$ cat config.mk
export PLATFORM = sky130hd
export DESIGN_NAME = zero_crossing_gen
export DESIGN_NICKNAME = d
export VERILOG_FILES = /design/src/rtl/zc_pkg.sv /design/src/rtl/zc_sat_addsub.sv /design/src/rtl/zero_crossing_gen.sv
export SDC_FILE = /design/constraint.sdc
export NUM_CORES = 1
export LEC_CHECK = 0
export BUFFER_PORTS_ARGS = -buffer_cell sky130_fd_sc_hd__buf_2
export CAP_MARGIN = 25
export CORE_ASPECT_RATIO = 1.25
export CORE_MARGIN = 2
export CORE_UTILIZATION = 61
export CTS_CLUSTER_DIAMETER = 80
export DETAILED_ROUTE_END_ITERATION = 12
export GPL_TIMING_DRIVEN = 0
export MAX_ROUTING_LAYER = met4
export PLACE_DENSITY_LB_ADDON = 0.2
export SYNTH_ARGS = -nofsm -noshare
export SYNTH_HDL_FRONTEND = slang
export SYNTH_SLANG_ARGS = --single-unit
$ cat constraint.sdc
create_clock -name clk -period 10.8 [get_ports clk]
set_input_delay 0.54 -clock clk [delete_from_list [all_inputs] [get_ports clk]]
set_output_delay 0.54 -clock clk [all_outputs]
set_load 0.005 [all_outputs]
$ cat src/rtl/zc_pkg.sv
// rtl/zc_pkg.sv - shared state encodings and saturation limits for the zero-crossing blocks
package zc_pkg;

    typedef enum logic [1:0] {
        IDLE   = 2'b00,
        P_HALF = 2'b01,
        N_HALF = 2'b10
    } zc_state_t;

    // Largest value representable in a signed word of the given width.
    function automatic longint SAT_MAX(input int width);
        return (longint'(1) <<< (width - 1)) - longint'(1);
    endfunction

    // Smallest value representable in a signed word of the given width.
    function automatic longint SAT_MIN(input int width);
        return -(longint'(1) <<< (width - 1));
    endfunction

endpackage

$ cat src/rtl/zc_sat_addsub.sv
// rtl/zc_sat_addsub.sv - combinational saturating offset +/- amplitude
//  offset    in   WIDTH  signed DC level
//  amplitude in   WIDTH  signed peak deviation
//  subtract  in   1      0: offset + amplitude, 1: offset - amplitude
//  result    out  WIDTH  clipped to the signed WIDTH range
module zc_sat_addsub
    import zc_pkg::*;
#(
    parameter int WIDTH = 16
) (
    input  logic signed [WIDTH-1:0] offset,
    input  logic signed [WIDTH-1:0] amplitude,
    input  logic                    subtract,
    output logic signed [WIDTH-1:0] result
);

    localparam logic signed [WIDTH:0] MAX_V = (WIDTH + 1)'(SAT_MAX(WIDTH));
    localparam logic signed [WIDTH:0] MIN_V = (WIDTH + 1)'(SAT_MIN(WIDTH));

    logic signed [WIDTH:0] off_w;
    logic signed [WIDTH:0] amp_w;
    logic signed [WIDTH:0] wide;

    // One extra bit holds any sum or difference of two WIDTH-bit operands exactly.
    always_comb begin
        off_w = {offset[WIDTH-1], offset};
        amp_w = {amplitude[WIDTH-1], amplitude};
        wide  = subtract ? (off_w - amp_w) : (off_w + amp_w);
        if (wide > MAX_V) begin
            result = MAX_V[WIDTH-1:0];
        end else if (wide < MIN_V) begin
            result = MIN_V[WIDTH-1:0];
        end else begin
            result = wide[WIDTH-1:0];
        end
    end

endmodule

$ cat src/rtl/zero_crossing_gen.sv
// rtl/zero_crossing_gen.sv - square-wave sample source with programmed zero-crossing intervals
//  clk, reset, clear      clock, sync active-high reset, sync soft clear
//  enable                 run control, sampled in IDLE and at half-period boundaries
//  amplitude, offset      signed level controls
//  start_polarity         0: first half positive, 1: first half negative
//  i_tdata/i_tvalid/i_tlast/i_tready   half-period length stream
//  o_tdata/o_tvalid/o_tlast/o_tready   signed sample stream
//  pps                    asynchronous pulse-per-second
//  cycles_per_sec         full cycles in the last complete PPS interval
//  underflow              sticky: no usable length at a boundary, previous length reused
module zero_crossing_gen
    import zc_pkg::*;
#(
    parameter int COUNTER_SIZE = 32,
    parameter int WIDTH        = 16
) (
    input  logic                    clk,
    input  logic                    reset,
    input  logic                    clear,
    input  logic                    enable,
    input  logic signed [WIDTH-1:0] amplitude,
    input  logic signed [WIDTH-1:0] offset,
    input  logic                    start_polarity,
    input  logic [COUNTER_SIZE-1:0] i_tdata,
    input  logic                    i_tvalid,
    input  logic                    i_tlast,
    output logic                    i_tready,
    output logic signed [WIDTH-1:0] o_tdata,
    output logic                    o_tvalid,
    output logic                    o_tlast,
    input  logic                    o_tready,
    input  logic                    pps,
    output logic [COUNTER_SIZE-1:0] cycles_per_sec,
    output logic                    underflow
);

    localparam logic [COUNTER_SIZE-1:0] ONE = COUNTER_SIZE'(1);

    zc_state_t               state, state_next;
    logic [COUNTER_SIZE-1:0] remaining, remaining_next;
    logic [COUNTER_SIZE-1:0] half_len, half_len_next;
    logic                    last_flag, last_flag_next;
    logic [COUNTER_SIZE-1:0] count;
    logic                    set_underflow;
    logic                    cycle_inc;
    logic                    soft_reset;
    logic                    pps_meta, pps_sync, pps_prev;
    logic                    pps_edge;
    logic signed [WIDTH-1:0] sample;

    assign soft_reset = reset | clear;
    assign pps_edge   = pps_sync & ~pps_prev;

    zc_sat_addsub #(
        .WIDTH(WIDTH)
    ) u_sat (
        .offset   (offset),
        .amplitude(amplitude),
        .subtract (state == N_HALF),
        .result   (sample)
    );

    always_ff @(posedge clk) begin
        if (soft_reset) begin
            state     <= IDLE;
            remaining <= '0;
            half_len  <= '0;
            last_flag <= 1'b0;
        end else begin
            state     <= state_next;
            remaining <= remaining_next;
            half_len  <= half_len_next;
            last_flag <= last_flag_next;
        end
    end

    always_comb begin
        state_next     = state;
        remaining_next = remaining;
        half_len_next  = half_len;
        last_flag_next = last_flag;
        set_underflow  = 1'b0;
        i_tready       = 1'b0;
        o_tvalid       = 1'b0;
        o_tlast        = 1'b0;
        o_tdata        = '0;
        case (state)
            IDLE: begin
                i_tready = enable;
                // A zero-length word is accepted and dropped; nothing is generated for it.
                if (enable && i_tvalid && (i_tdata != '0)) begin
                    remaining_next = i_tdata;
                    half_len_next  = i_tdata;
                    last_flag_next = i_tlast;
                    state_next     = start_polarity ? N_HALF : P_HALF;
                end
            end
            P_HALF, N_HALF: begin
                o_tvalid = 1'b1;
                o_tdata  = sample;
                o_tlast  = last_flag && (remaining == ONE);
                if (o_tready) begin
                    if (remaining != ONE) begin
                        remaining_next = remaining - ONE;
                    end else if (last_flag || !enable) begin
                        state_next = IDLE;
                    end else begin
                        // Seamless boundary: the next half starts on the very next sample,
                        // so a missing or unusable length repeats the previous one.
                        i_tready   = 1'b1;
                        state_next = (state == P_HALF) ? N_HALF : P_HALF;
                        if (i_tvalid && (i_tdata != '0)) begin
                            remaining_next = i_tdata;
                            half_len_next  = i_tdata;
                            last_flag_next = i_tlast;
                        end else begin
                            remaining_next = half_len;
                            last_flag_next = 1'b0;
                            set_underflow  = 1'b1;
                        end
                    end
                end
            end
            default: begin
                state_next = IDLE;
            end
        endcase
        // Reset/clear cut the stream off in the cycle they are asserted, with no handshakes.
        if (soft_reset) begin
            i_tready = 1'b0;
            o_tvalid = 1'b0;
            o_tlast  = 1'b0;
            o_tdata  = '0;
        end
    end

    assign cycle_inc = (state == N_HALF) && (state_next == P_HALF) && !soft_reset;

    always_ff @(posedge clk) begin
        if (soft_reset) begin
            underflow      <= 1'b0;
            count          <= '0;
            cycles_per_sec <= '0;
            pps_meta       <= 1'b0;
            pps_sync       <= 1'b0;
            pps_prev       <= 1'b0;
        end else begin
            if (set_underflow) begin
                underflow <= 1'b1;
            end
            pps_meta <= pps;
            pps_sync <= pps_meta;
            pps_prev <= pps_sync;
            // A cycle completing on the edge itself belongs to the interval being closed.
            if (pps_edge) begin
                cycles_per_sec <= count + COUNTER_SIZE'(cycle_inc);
                count          <= '0;
            end else begin
                count <= count + COUNTER_SIZE'(cycle_inc);
            end
        end
    end

endmodule

==> results.json, run 1 <==
{
  "grt_overflow": 0,
  "die_area_mm2": 0.0132,
  "final_util": 0.743,
  "dp.cells": 1230,
  "peakVddDrop_uv": 128,
  "firstDrtPassIters": 5,
  "worstMarginPinSlew_ns": 1.03,
  "finalClockSkew_ns": 0.0147,
  "synth_top_area_frac": 0.362,
  "num_vias": 7598,
  "root_buffer": "clkbuf_16",
  "gp_congestion": 0.960,
  "cts.clk_slew.worst_paths_ns": 0.06,
  "async_reset_ff_frac": 0,
  "critPathLaunchType": "input pin",
  "syn_nets": 1041,
  "critical_path.max_stage_delay_ns": 0.76,
  "initial_utilization": 0.620,
  "p_total_uw": 1380,
  "ant_nets": 0,
  "relSlewSlack": 0.309,
  "placementRows": 45,
  "path_class": "in -> out",
  "reg2reg_depth": 17,
  "cp_max_fo": 10,
  "grt_pass1_wl_mm": 33.8,
  "hold_path.class": "in -> reg",
  "period_share": 0.516,
  "antennaDiodeCount": 0,
  "synth.top_cells.by_count": "nand2_1 (142), dfxtp_1 (135), a21oi_1 (77), o21ai_0 (76), nor2_1 (67)",
  "fin_crit_ns": 5.57,
  "syn-cell-area_mm2": 0.00747,
  "fp.dieW_um": 103,
  "grt_use_total": 0.331,
  "post_drt_wl_per_cell_um": 16.5,
  "synthFlopType": "dfxtp_1",
  "p_leak_uw": 0.00355,
  "ys_top_cells_by_area": "dfxtp_1 (36%), nand2_1 (7.1%), a21oi_1 (5.2%), o21ai_0 (5.1%), xnor2_1 (4.9%)",
  "path_cells": "buf_2, or4_1, nor4_1, a21oi_1, xnor2_1, ha_1, clkbuf_1, and4_1, and3_1, a211oi_1, o21ai_0, xnor2_1, o21ai_0, clkbuf_1, o21ai_0, buf_2",
  "synth-seq-cells": 135,
  "cts_tree": "yes",
  "syn_to_final_growth_pct": 19.8,
  "grt_max_degree": 17,
  "hpwlAfterDp_mm": 15.0,
  "antenna_found_initial": 0,
  "powerDensity_mw_per_mm2": 154,
  "synth_area_per_cell_um2": 7.93,
  "insertion_delay_ns": 0.43,
  "synth-edff-count": 0,
  "rr_startpoint": "remaining[16]$_SDFFE_PN0P_",
  "max_freq_mhz": 180,
  "h-tree-depth": 4,
  "cts_resized": 0,
  "critPathCapture": "o_tdata[7]",
  "holdWs_ns": 0.343,
  "placement.io_buffers": 124,
  "fillCellCount": 994,
  "rsz0062_at_grt": "false",
  "maxCapViolCount": 0,
  "seq_area_mm2": 0.00270,
  "multiInputGateArea_mm2": 0.00446,
  "critPathMostFrequentCell": "o21ai_0",
  "drive_above_1_share": 0.170,
  "io_pins": 125,
  "final.setup.tns_ns": 0,
  "startpoint": "amplitude[5]",
  "first_iter_violations": 525,
  "reg2reg_slack_ns": 5.68,
  "ys_seq_area_frac": 0.362,
  "status": "finished, final reports clean",
  "yosysWarnings": 0,
  "core_area_mm2": 0.0120,
  "netlist-cell-type-count": 72,
  "drc": 0,
  "setup_viol": 0,
  "synth_top_cell_by_area": "dfxtp_1",
  "routed_wl_mm": 20.8,
  "nets": 1184,
  "critPathSlowestCell": "nor4_1",
  "timing_hold_violations_final": 0,
  "post_layout_nonfiller_instances": 1262,
  "cts_buffer_depth": 2,
  "synth.most_common_cell": "nand2_1",
  "slew_viol_final": 0,
  "viasPerCell": 6.02,
  "syn_inst": 942,
  "worst_setup_path_end_kind": "output pin",
  "die_y_um": 128,
  "cts_hold_buf": 0,
  "grt_pass1_vias": 7212,
  "cts_buffers": 17,
  "cp_data_required_time_ns": 10.26,
  "timing.rr.end": "cycles_per_sec[27]$_SDFFE_PN0P_",
  "clock-sinks": 135,
  "post_cts_buffers": 0,
  "arrival_ns": 5.03
}
==> placed cells by master, fill, tap and decap left out, drive strengths merged, types with 5 or more instances in the layout <==
cell type,instances
clkbuf,57
nor4,19
a21oi,77
dfxtp,135
nor2b,6
a211oi,9
nand3,39
buf,135
o221ai,17
a31oi,10
ha,25
and4,6
xor2,24
and2,7
and3,13
inv,31
nor3,26
mux2i,9
o21ai,85
nand2,143
o211ai,10
nand2b,9
a221oi,5
nor2,67
nand4,13
xnor2,42
or3,5
==> cells by family (layout without fill, tap and decap cells) <==
group / after synthesis / after routing / share of synthesized area
buffers and inverters: 73 / 229 / 0.0413
DFF: 135 / 135 / 0.362
adders and majority gates: 26 / 26 / 0.0445
muxes: 12 / 12 / 0.0166
AOI/OAI and AO/OA: 257 / 257 / 0.219
xor gates and xnor gates: 66 / 66 / 0.0773
and+or+nand+nor: 373 / 373 / 0.240
==> flip-flops by register name (all words and copies together), names as in the netlist <==
signal / flops
pps_sync: 1
half_len: 32
underflow: 1
pps_meta: 1
remaining: 32
pps_prev: 1
count: 32
last_flag: 1
state: 2
cycles_per_sec: 32
==> how the worst min path moves through the flow <==
stage	startpoint	to	slack [ns]	depth (start not counted)
3_5_place_dp	pps_meta$_SDFF_PN0_	pps_sync$_SDFF_PN0_	0.42	1
4_1_cts	pps	pps_meta$_SDFF_PN0_	0.34	2
3_3_place_gp	pps_meta$_SDFF_PN0_	pps_sync$_SDFF_PN0_	0.41	1
5_1_grt	pps	pps_meta$_SDFF_PN0_	0.36	2
6_report	pps	pps_meta$_SDFF_PN0_	0.34	2
2_1_floorplan	pps_meta$_SDFF_PN0_	pps_sync$_SDFF_PN0_	0.41	1
==> power by group <==
group	total (uW)	leakage (uW)	switching (uW)	internal [uW]
registers	513	0.00109	7.25	506
logic	225	0.00214	138	86.5
clock network	639	0.000320	260	379
==> metrics by stage <==
stage	instance area [um2]	setup WS, ns
finish	8950	5.23
global route	8950	4.97
CTS	8950	5.26
detailed placement	8300	5.29
global placement	8300	5.30
floorplan	7470	6.33
==> layer usage <==
layer,vias up,GRT usage,routed length [um]
li1,3692,-,-
met1,3512,0.381,8220
met2,311,0.548,10400
met3,83,0.0556,1290
met4,0,0.173,947
met5,-,-,0
==> cell type report <==
type	count	share of cell area
repair buffers	124	0.0693
multi-input cells	734	0.499
well taps	164	0.0229
clock inverters	15	0.0252
inverters	22	0.00923
flip-flops and latches	135	0.302
clock buffers	17	0.0475
plain buffers	51	0.0253
==> critical path, delay by kind of cell <==
kind	cells	cell delay, ns
compound gates	5	1.17
buf+inv	4	0.84
xor+xnor	2	0.39
fa+ha+maj	1	0.26
simple gates	4	1.82
Power figures use the tool's default switching activity.
==> run 2: changes to the inputs <==
--- a/config.mk
+++ b/config.mk
@@ -5,11 +5,12 @@
 export SDC_FILE = /design/constraint.sdc
 export NUM_CORES = 1
 export LEC_CHECK = 0
+export ABC_AREA = 1
 export BUFFER_PORTS_ARGS = -buffer_cell sky130_fd_sc_hd__buf_2
 export CAP_MARGIN = 25
 export CORE_ASPECT_RATIO = 1.25
 export CORE_MARGIN = 2
-export CORE_UTILIZATION = 61
+export CORE_UTILIZATION = 59
 export CTS_CLUSTER_DIAMETER = 80
 export DETAILED_ROUTE_END_ITERATION = 12
 export GPL_TIMING_DRIVEN = 0
==> constraint.sdc (replaced) <==
create_clock -name clk -period 5.7 [get_ports clk]
set_input_delay 0.285 -clock clk [delete_from_list [all_inputs] [get_ports clk]]
set_output_delay 0.285 -clock clk [all_outputs]
set_load 0.005 [all_outputs]
==> results.json, run 2 <==
{
  "timing_hold_violations_final": 0,
  "setup_viol": 0,
  "relSlewSlack": 0.546,
  "rsz0062_at_grt": "false",
  "syn_inst": 1587,
  "yosysWarnings": 0,
  "hold_path.class": "in -> reg",
  "post_drt_wl_per_cell_um": 15.0,
  "p_comb_frac": 0.242,
  "status": "finished, final reports clean",
  "synth.most_common_cell": "nand2_1",
  "holdWs_ns": 0.0635,
  "cts_buffer_depth": 2,
  "synth_top_area_frac": 0.288,
  "die_y_um": 145,
  "critPathLaunchType": "register",
  "core_area_mm2": 0.0156,
  "rr_startpoint": "state[1]$_SDFF_PN0_",
  "synth_area_per_cell_um2": 5.91,
  "grt_pass1_vias": 9616,
  "root_buffer": "clkbuf_16",
  "sequentialPowerShare": 0.356,
  "gr-max-usage-layer": "met2",
  "netlist-cell-type-count": 36,
  "fin_crit_ns": 4.43,
  "max_freq_mhz": 226,
  "swShare": 0.345,
  "p_leak_uw": 0.00541,
  "die_area_mm2": 0.0169,
  "slew_viol_final": 0,
  "postLayoutCellArea_mm2": 0.0108,
  "final_cell_mix": "nand2_1 (483), nor2_1 (266), inv_1 (201)",
  "placementRows": 51,
  "critPathMostFrequentCell": "nand2_1",
  "antenna_found_initial": 1,
  "path_cells": "ha_1, inv_1, nand2_1, o21ai_0, nor2_1, o21ai_0, xor2_1, inv_1, ha_1, nand2_1, nor3_1, a21oi_1, nand2_1, nand2_1, nor2_1, nand2_1, buf_2, nand2_1, buf_2",
  "cts_resized": 0,
  "worst_setup_path_end_kind": "output pin",
  "cts_tree": "yes",
  "path_class": "reg -> out",
  "synth-edff-count": 0,
  "ant_nets": 0,
  "syn-cell-area_mm2": 0.00938,
  "crit_buf_inv": 4,
  "synth-seq-cells": 135,
  "io_pins": 125,
  "nets": 1828,
  "min_to": "pps_meta$_SDFF_PN0_",
  "grt_max_degree": 17,
  "first_iter_violations": 917,
  "ys_seq_area_frac": 0.288,
  "ys_top_cells_by_area": "dfxtp_1 (29%), nand2_1 (19%), nor2_1 (11%), inv_1 (8.0%), nand3_1 (8.0%)",
  "met3_usage": 0.0551,
  "placed_area_mm2": 0.0103,
  "grt_pass1_wl_mm": 45.7,
  "firstDrtPassIters": 6,
  "maxCapViolCount": 0,
  "grt_use_met2": 0.600,
  "cp_top_family": "simple AND/OR/NAND/NOR gates",
  "syn_nets": 1686,
  "synth.top_cells.by_count": "nand2_1 (483), nor2_1 (266), inv_1 (201), nand3_1 (149), dfxtp_1 (135)",
  "cp_data_required_time_ns": 5.41,
  "arrival_ns": 4.15,
  "initial_utilization": 0.602,
  "grt_overflow": 0,
  "placement.io_buffers": 123,
  "cts_hold_buf": 0,
  "final_util": 0.697,
  "post_cts_buffers": 0,
  "finalClockSkew_ns": 0.0109,
  "viasPerCell": 5.28,
  "num_vias": 10314,
  "routed_wl_mm": 29.2,
  "hpwlAfterDp_mm": 23.3,
  "reg2reg_slack_ns": 1.30,
  "worstMarginPinSlew_ns": 0.681,
  "synthFlopType": "dfxtp_1",
  "clock-sinks": 135,
  "final_common_cell": "nand2_1",
  "drc": 0,
  "syn_to_final_growth_pct": 15.7,
  "p_total_uw": 2750,
  "switchingPower_uw": 950,
  "powerDensity_mw_per_mm2": 254,
  "whs_path_depth": 3,
  "peakVddDrop_uv": 204,
  "timing.rr.end": "cycles_per_sec[20]$_SDFFE_PN0P_",
  "clock_power_share": 0.402,
  "period_share": 0.778,
  "grt_use_total": 0.353,
  "cts_buffers": 17,
  "synth_top_cell_by_area": "dfxtp_1",
  "reg2reg_depth": 23,
  "h-tree-depth": 4,
  "cts.clk_slew.worst_paths_ns": 0.06,
  "internal-power_uw": 1800,
  "critical_path.max_stage_delay_ns": 0.42,
  "gp_congestion": 0.987,
  "insertion_delay_ns": 0.43,
  "fp.dieW_um": 117,
  "hold_start": "pps",
  "met1_usage": 0.408,
  "async_reset_ff_frac": 0,
  "critPathSlowestCell": "dfxtp_1",
  "drive_above_1_share": 0.113,
  "final.setup.tns_ns": 0,
  "cp_max_fo": 10
}
==> run 2: changes by cell type after synthesis, sizes merged, moves of 11 or more <==
cell	before	now
o21ai	85	70
inv	22	204
clkbuf	40	27
nand2	143	487
nand3	39	151
and3	13	2
xnor2	42	25
a21oi	77	57
o221ai	17	0
nor4	19	2
buf	11	29
nor2	67	274
xor2	24	49
==> run 2: per-stage QoR <==
stage / setup slack, ns / cells
detailed placement: 1.40 / 1922
CTS: 1.34 / 1954
finish: 1.27 / 1955
global placement: 1.53 / 1922
global route: 0.912 / 1955
floorplan: 2.50 / 1587
==> run 2: cell families (layout without fill, tap and decap cells) <==
group                      count (synthesis)  in the layout  synth area share
AOI/OAI and AO/OA                        135            135            0.0751
xor gates and xnor gates                  74             74            0.0691
adders and majority gates                 26             26            0.0355
buffers and inverters                    261            416             0.113
DFF                                      135            135             0.288
other                                      0              1                 0
and+or+nand+nor                          956            956             0.419
==> run 2: power groups by stage <==
stage          sequential (uW)  combinational [uW]  clock (uW)
2_1_floorplan              997                 470           0
3_3_place_gp              1000                 643           0
3_5_place_dp              1000                 649           0
4_1_cts                    980                 654        1110
5_1_grt                    982                 740        1150
6_report                   981                 666        1110
==> run 2: worst register-to-register path, cell delays in order (launching register included) <==
cell,delay [ns]
dfxtp_1,0.42
inv_1,0.09
ha_1,0.27
buf_2,0.21
inv_1,0.12
buf_2,0.32
nor2_1,0.14
inv_1,0.11
nand2_1,0.06
nand2_1,0.07
nand2_1,0.05
nor2_1,0.17
nor2_1,0.07
nor2_1,0.19
ha_1,0.23
ha_1,0.23
inv_1,0.07
nor3_1,0.36
nand4_1,0.22
nor2_1,0.41
nand2_1,0.12
xnor2_1,0.16
inv_1,0.07
o21ai_0,0.17
==> run 2: area by class of cell <==
type                    instances  area [um2]
multi-input cells            1191        5620
inverters                     205         771
diodes                          1        2.50
plain buffers                  56         285
repair buffers                123         616
clock inverters                15         160
well taps                     212         265
fillers                      1494        4720
flip-flops and latches        135        2700
clock buffers                  17         425
==> run 2: worst max path at each step <==
stage | from | to | slack (ns) | cells after the start
after floorplan | state[0]$_SDFF_PN0_ | cycles_per_sec[22]$_SDFFE_PN0P_ | 2.50 | 23
after global placement | state[1]$_SDFF_PN0_ | cycles_per_sec[22]$_SDFFE_PN0P_ | 1.53 | 23
after detailed placement | state[1]$_SDFF_PN0_ | cycles_per_sec[20]$_SDFFE_PN0P_ | 1.40 | 23
after CTS | state[1]$_SDFF_PN0_ | cycles_per_sec[20]$_SDFFE_PN0P_ | 1.34 | 23
after global routing | state[0]$_SDFF_PN0_ | o_tdata[12] | 0.91 | 20
final | state[1]$_SDFF_PN0_ | o_tdata[12] | 1.27 | 19
==> run 2: per-layer routing <==
layer	vias to the layer above	part of all wire
met5	-	0
met4	0	0.040
met3	81	0.058
met2	377	0.49
met1	4626	0.41
li1	5230	-
